File: src/rtl/seq_divider_u8.sv
// Sequential unsigned restoring divider, one quotient bit per clock.
// Ports: clk, rst (sync, high), start, dividend, divisor -> busy, done, quotient, remainder, div_by_zero.
module seq_divider_u8 #(
  parameter int WIDTH = 8
) (
  input  logic             clk,
  input  logic             rst,
  input  logic             start,
  input  logic [WIDTH-1:0] dividend,
  input  logic [WIDTH-1:0] divisor,
  output logic             busy,
  output logic             done,
  output logic [WIDTH-1:0] quotient,
  output logic [WIDTH-1:0] remainder,
  output logic             div_by_zero
);

  localparam int CW = $clog2(WIDTH);

  typedef enum logic [1:0] {
    IDLE,
    CALC,
    DONE
  } state_t;

  state_t state;
  state_t state_n;

  // dvd shifts dividend bits out of the top and quotient bits in at
  // the bottom, so after WIDTH steps it holds the quotient.
  logic [WIDTH-1:0] dvd;
  logic [WIDTH-1:0] dvd_n;
  logic [WIDTH-1:0] dsr;
  logic [WIDTH-1:0] dsr_n;
  logic [WIDTH-1:0] acc;
  logic [WIDTH-1:0] acc_n;
  logic [CW-1:0]    cnt;
  logic [CW-1:0]    cnt_n;
  logic [WIDTH-1:0] quo_n;
  logic [WIDTH-1:0] rem_n;
  logic             dbz_n;

  logic [WIDTH:0]   shifted;
  logic             ge;
  logic [WIDTH-1:0] diff;

  // The restored remainder is always below the divisor, so it fits in
  // WIDTH bits; only the shifted value needs the extra top bit. The
  // WIDTH-bit subtract is exact whenever ge holds.
  always_comb begin
    shifted = {acc, dvd[WIDTH-1]};
    ge      = shifted >= {1'b0, dsr};
    diff    = shifted[WIDTH-1:0] - dsr;
  end

  always_comb begin
    state_n = state;
    dvd_n   = dvd;
    dsr_n   = dsr;
    acc_n   = acc;
    cnt_n   = cnt;
    quo_n   = quotient;
    rem_n   = remainder;
    dbz_n   = div_by_zero;
    unique case (state)
      IDLE: begin
        if (start) begin
          dvd_n = dividend;
          dsr_n = divisor;
          acc_n = '0;
          cnt_n = CW'(WIDTH - 1);
          if (divisor == '0) begin
            state_n = DONE;
            quo_n   = '1;
            rem_n   = dividend;
            dbz_n   = 1'b1;
          end else begin
            state_n = CALC;
          end
        end
      end
      CALC: begin
        dvd_n = {dvd[WIDTH-2:0], ge};
        acc_n = ge ? diff : shifted[WIDTH-1:0];
        cnt_n = cnt - 1'b1;
        if (cnt == '0) begin
          state_n = DONE;
          quo_n   = dvd_n;
          rem_n   = acc_n;
          dbz_n   = 1'b0;
        end
      end
      DONE: begin
        state_n = IDLE;
      end
      default: begin
        state_n = IDLE;
      end
    endcase
  end

  always_ff @(posedge clk) begin
    if (rst) begin
      state       <= IDLE;
      dvd         <= '0;
      dsr         <= '0;
      acc         <= '0;
      cnt         <= '0;
      quotient    <= '0;
      remainder   <= '0;
      div_by_zero <= 1'b0;
    end else begin
      state       <= state_n;
      dvd         <= dvd_n;
      dsr         <= dsr_n;
      acc         <= acc_n;
      cnt         <= cnt_n;
      quotient    <= quo_n;
      remainder   <= rem_n;
      div_by_zero <= dbz_n;
    end
  end

  assign busy = (state != IDLE);
  assign done = (state == DONE);

endmodule

File: config.mk
export PLATFORM = sky130hd
export DESIGN_NAME = seq_divider_u8
export DESIGN_NICKNAME = d
export VERILOG_FILES = /design/src/rtl/seq_divider_u8.sv
export SDC_FILE = /design/constraint.sdc
export NUM_CORES = 1
export LEC_CHECK = 0
export CAP_MARGIN = 20
export CORE_MARGIN = 3
export CORE_UTILIZATION = 45
export CTS_CLUSTER_SIZE = 16
export DETAILED_ROUTE_END_ITERATION = 16
export PLACE_DENSITY = 0.81
export SLEW_MARGIN = 0
export SYNTH_ARGS = -nofsm -noshare
export SYNTH_HDL_FRONTEND = slang
export SYNTH_SLANG_ARGS = --single-unit
File: constraint.sdc
create_clock -name clk -period 2.1 [get_ports clk]
set_input_delay 0.21 -clock clk [delete_from_list [all_inputs] [get_ports clk]]
set_output_delay 0.21 -clock clk [all_outputs]
set_load 0.01 [all_outputs]
==> metrics.cfg, run 1 <==
[floorplanning]
dieArea_mm2=0.00633
row_count=26
start_util_pct=47.1
die_x_um=79.6
coreArea_mm2=0.00517
ioPinCount=38
die_h_um=79.6

[placement]
dp_hpwl_um=4260
dp_slack_ns=-0.0913
place_congestion=0.879
placed_area_mm2=0.00296
io_buffers=37

[clock_network]
cts.sinks=46
h-tree-depth=2
postCtsHoldBufs=0
cts-root-buf=clkbuf_8
numCtsBuffers=5
path_clk_slew_ns=0.08
worstSkewPairLatency_ns=0.30
cts_tree=built
clk_path_buf_depth=2

[detailed_routing]
via_count=2249
drtAntennaViolNets=0
drtIter0Drc=140
wl_per_cell_um=15.0
drc_errors=0
wirelength_um=6130
drtPass1Iterations=5
routed_via_density=5.50

[setup_path]
crit_required_ns=2.30
cp-startpoint=dvd[7]
crit_fanout=12
worstRegToRegCells=10
critPathKind=flop to flop
crit_arrival_ns=2.24
r2r_slack_ns=0.06
crit_end=remainder[7]
regToRegStartpoint=dvd[7]
reg2reg_to=remainder[7]
critPathLaunchType=flop
endpoint_kind=flop

[power]
p_switching_mw=0.857
ir_drop_mv=0.576
pwr-share-seq_pct=40.0
total_power_mw=2.50
p_leak_nw=1.23
intPower_mw=1.65
combinationalPowerShare_pct=39.2
clkPwrFrac_pct=20.8
powerDensity_mw_per_mm2=782
switching_share_pct=34.3

[yosys]
synth.avg_cell_area_um2=8.48
synth.distinct_cells=52
synth_edf_count=0
ys_warn_count=0
syn-num-nets=317
syn_area_mm2=0.00243
synthArstFlopShare_pct=0
synth-main-ff-cell=dfxtp_1
seq_area_frac_synth_pct=37.8
yosysTopAreaCell=dfxtp_1
synth.area.top_cells=dfxtp_1 (38%), nand2_1 (6.2%), nor2_1 (6.0%)
synth_top_area_share_pct=37.8
synthCells=287
ys_ff_latch=46

[timing]
finalSetupViolations=0
slew_viol_final=0
setup_ws_ns=0.0613
period_share_pct=97.1
period_minus_slack_ns=2.04
rsz0062_at_grt=true
timing.fmax_ghz=0.491
skew_ns=0.00578
finalHoldViolCount=0
maxSlewHeadroom_pct=51.2
worstMarginPinSlew_ns=0.732

[flow_run]
max-cap-violations=0

[global_routing]
grt_pass1_vias=2115
grt_first_pass_wirelength_um=9690
grt-ovfl-total=0
grt_max_degree=39
grtUsageTotal_pct=19.4
antenna_found_initial=0

[final_layout]
fin_nets=369
syn2layout_area_growth_pct=31.4
finish.utilization_pct=61.9
drive_above_1_share_pct=22.4
fillers=438
num_antenna_cells=0
finalInstanceArea_mm2=0.00320

[outcome]
status=completed

[worst_hold_path]
hold_path_class=flop to flop

==> layer usage <==
layer	vias up	track usage (%)	wire length [um]
met5	-	0	0
met4	0	5.84	81
met2	51	32.8	3110
met3	9	3.95	211
met1	1077	24.8	2730
li1	1112	-	-
==> flip-flops by register name (all words and copies together) (netlist names) <==
name and flops:
state 2, remainder 8, dvd 8, quotient 8, acc 8, dsr 8, div_by_zero 1, cnt 3
==> what timing repair did <==
action	4_1_cts	5_1_grt
cloned	0	0
gates resized for setup	4	13
buffers inserted	3	2
endpoints found under the setup margin	7	10
pin swaps	4	10
==> worst min-delay path by stage <==
stage	start	cells past startpoint	slack, ns	to
after floorplan	divisor[2]	2	0.35	dsr[2]
after global placement	dsr[3]	2	0.44	dsr[3]
after detailed placement	dsr[2]	2	0.45	dsr[2]
after CTS	dsr[2]	2	0.46	dsr[2]
final	dsr[2]	2	0.46	dsr[2]
after global routing	dsr[3]	2	0.50	dsr[3]
==> placed cells by master (no fill, tap or decap), types with 7 or more instances in the layout <==
cell type / n
a311oi_1: 9
a211oi_2: 7
a211oi_1: 10
clkdlybuf4s50_1: 36
a21oi_1: 23
nor3_1: 8
buf_4: 24
dfxtp_1: 44
nor2_1: 38
inv_1: 13
nand2_1: 40
==> cell families (layout without fill, tap and decap cells) <==
kind of cell / count (synthesis) / count (layout) / synth area share [%]
adder cells (fa/ha/maj): 11 / 11 / 5.96
flip-flops: 46 / 46 / 37.8
buffers and inverters: 32 / 84 / 6.22
AND/OR/NAND/NOR: 118 / 118 / 23.4
AO/OA/AOI/OAI: 75 / 75 / 24.7
XOR/XNOR: 3 / 3 / 1.08
multiplexers: 2 / 2 / 0.822
==> stage by stage <==
stage,std cells,TNS (ns),hold WS [ns]
floorplan,287,0,0.346
CTS,407,0,0.460
finish,409,0,0.457
global route,409,-0.136,0.497
detailed placement,397,-0.200,0.448
global placement,397,-0.00172,0.444
==> synth_stat cells, types with 2 or more instances <==
cell type,instances
mux2i_1,2
clkbuf_1,8
nor4_2,2
dfxtp_1,46
nand2_1,40
nor2_1,39
nand3b_1,5
buf_6,3
a21oi_2,3
nor3_1,8
nand3_1,3
ha_1,10
xnor2_1,2
a211oi_1,13
a311oi_1,9
a21oi_1,23
buf_2,4
inv_1,14
o21ai_0,3
buf_1,2
o41ai_2,4
a211oi_2,4
a31oi_1,4
nand2b_1,5
nor2b_1,4
==> power groups by stage <==
stage,sequential (mW),clock (mW),combinational (mW)
3_5_place_dp,1.02,0,0.813
3_3_place_gp,1.01,0,0.790
4_1_cts,0.996,0.530,0.904
2_1_floorplan,1.01,0,0.562
6_report,1.00,0.520,0.982
5_1_grt,1.01,0.562,1.07
==> area by class of cell <==
type                    instances  area (um2)  area share (%)
clock buffers                   5        68.8            2.15
repair buffers                 63         586            18.3
well taps                      70        87.6            2.74
multi-input cells             209        1470            46.0
clock inverters                 2        10.0           0.313
inverters                      14        52.6            1.64
flip-flops and latches         46         923            28.9
==> critical path, cell delays in order (launching register included) <==
cell     delay (ns)
dfxtp_2        0.35
inv_2          0.05
ha_4           0.16
buf_4          0.12
nor2b_1        0.14
o21ai_2        0.21
a21oi_4        0.09
buf_12         0.15
buf_4          0.16
o311a_1        0.32
o21a_1         0.19
(Power assumes the default switching activity.)
==> inputs of run 2 (changes only) <==
Settings changed: PLACE_DENSITY 0.81 to 0.79.
Clock period 2.1 ns to 2.6 ns, I/O delays scaled along.
==> metrics.cfg, run 2 (synthesis results as in run 1) <==
[outcome]
status=completed

[clock_network]
clk_path_buf_depth=2
postCtsHoldBufs=0
path_clk_slew_ns=0.08
cts_resized=0
h-tree-depth=2
worstSkewPairLatency_ns=0.29
cts_tree=built
cts-root-buf=clkbuf_8
cts.sinks=46
numCtsBuffers=5
cts_setup_buffers=0

[placement]
place_congestion=0.867
dp_hpwl_um=4160
dp_slack_ns=0.321
io_buffers=37

[setup_path]
critPathLaunchType=flop
cp_slowest_stage_delay_ns=0.42
endpoint_kind=flop
crit_cells=9
critPathBufInv=1
worstRegToRegCells=9
cp_cell_sequence=inv_1 > ha_1 > fa_1 > nand2b_1 > a21oi_2 > mux2i_1 > a31oi_1 > a211oi_2 > o41ai_2
crit_arrival_ns=2.44
crit_family=compound AO/OA/AOI/OAI gates
crit_fanout=3
crit_required_ns=2.76
slowest_stage=fa_1
critPathKind=flop to flop

[timing]
timing.fmax_ghz=0.437
hold_ws_ns=0.459
finalHoldViolCount=0
finalSetupViolations=0
period_minus_slack_ns=2.29
maxSlewHeadroom_pct=65.3
period_share_pct=88.0
setup_tns_ns=0
slew_viol_final=0
worstMarginPinSlew_ns=0.521
rsz0062_at_grt=false
setup_ws_ns=0.313
skew_ns=0.00823

[final_layout]
drive_above_1_share_pct=13.4
fin_nets=351
layout_common_cells=dfxtp_1 (46), nand2_1 (40), nor2_1 (39)
num_antenna_cells=0
fillers=479
syn2layout_area_growth_pct=21.8
final_common_cell=dfxtp_1

[detailed_routing]
wl_per_cell_um=14.1
routed_via_density=5.46
drtPass1Iterations=4
drtIter0Drc=151
wirelength_um=5510
drtAntennaViolNets=0
drc_errors=0
via_count=2136

[global_routing]
use_met2_pct=30.7
grt-ovfl-total=0
gr-usage-met3_pct=3.27
grt_max_degree=51
met1_usage_pct=25.2
grt_pass1_vias=2066
antenna_found_initial=0
grtUsageTotal_pct=18.7
grt_first_pass_wirelength_um=9470
top_usage_layer=met2

[worst_hold_path]
hold_path_class=flop to flop
hold_depth=2

[floorplanning]
start_util_pct=47.1
ioPinCount=38
dieArea_mm2=0.00633
die_x_um=79.6
coreArea_mm2=0.00517
row_count=26
die_h_um=79.6

[power]
ir_drop_mv=0.424
powerDensity_mw_per_mm2=656
p_leak_nw=1.14

[flow_run]
max-cap-violations=0

-- run 2: per-layer routing --
layer | part of all wire (%) | up-vias
li1 | - | 1078
met1 | 46 | 1009
met2 | 49 | 42
met3 | 3.8 | 7
met4 | 1.2 | 0
met5 | 0 | -
-- run 2: metrics by stage --
stage / power (mW) / utilization (%) / instances / area (um2)
floorplan: 1.27 / - / 287 / 2430
detailed placement: 1.43 / 55.2 / 384 / 2850
finish: 1.95 / 57.4 / 391 / 2970
CTS: 1.96 / 57.4 / 391 / 2970
global route: 2.06 / 57.4 / 391 / 2970
global placement: 1.41 / 55.2 / 384 / 2850
-- run 2: area by class of cell --
type                    count  area (um2)  share of cell area, %
inverters                  14        52.6                   1.77
multi-input cells         209        1360                   45.9
clock buffers               6        82.6                   2.78
clock inverters             1        30.0                   1.01
flip-flops and latches     46         921                   31.0
repair buffers             45         430                   14.5
well taps                  70        87.6                   2.95
-- run 2: path summary, 6_finish.rpt --
check | startpoint | slack, ns | endpoint
max | dvd[7] | 0.31 | remainder[6]
min | dsr[6] | 0.46 | dsr[6]
max reg2reg | dvd[7] | 0.31 | remainder[6]
min reg2reg | dsr[6] | 0.46 | dsr[6]
-- run 2: tightest hold or removal path: stages, from the launching register on --
cell and delay [ns]:
dfxtp_1 0.31, nand2_1 0.05, a21oi_1 0.05
-- run 2: where the power goes --
group	total, mW	leakage [nW]	switching, mW	internal, mW
clock network	0.532	0.0573	0.224	0.307
registers	0.806	0.377	0.0406	0.765
logic	0.608	0.706	0.347	0.260
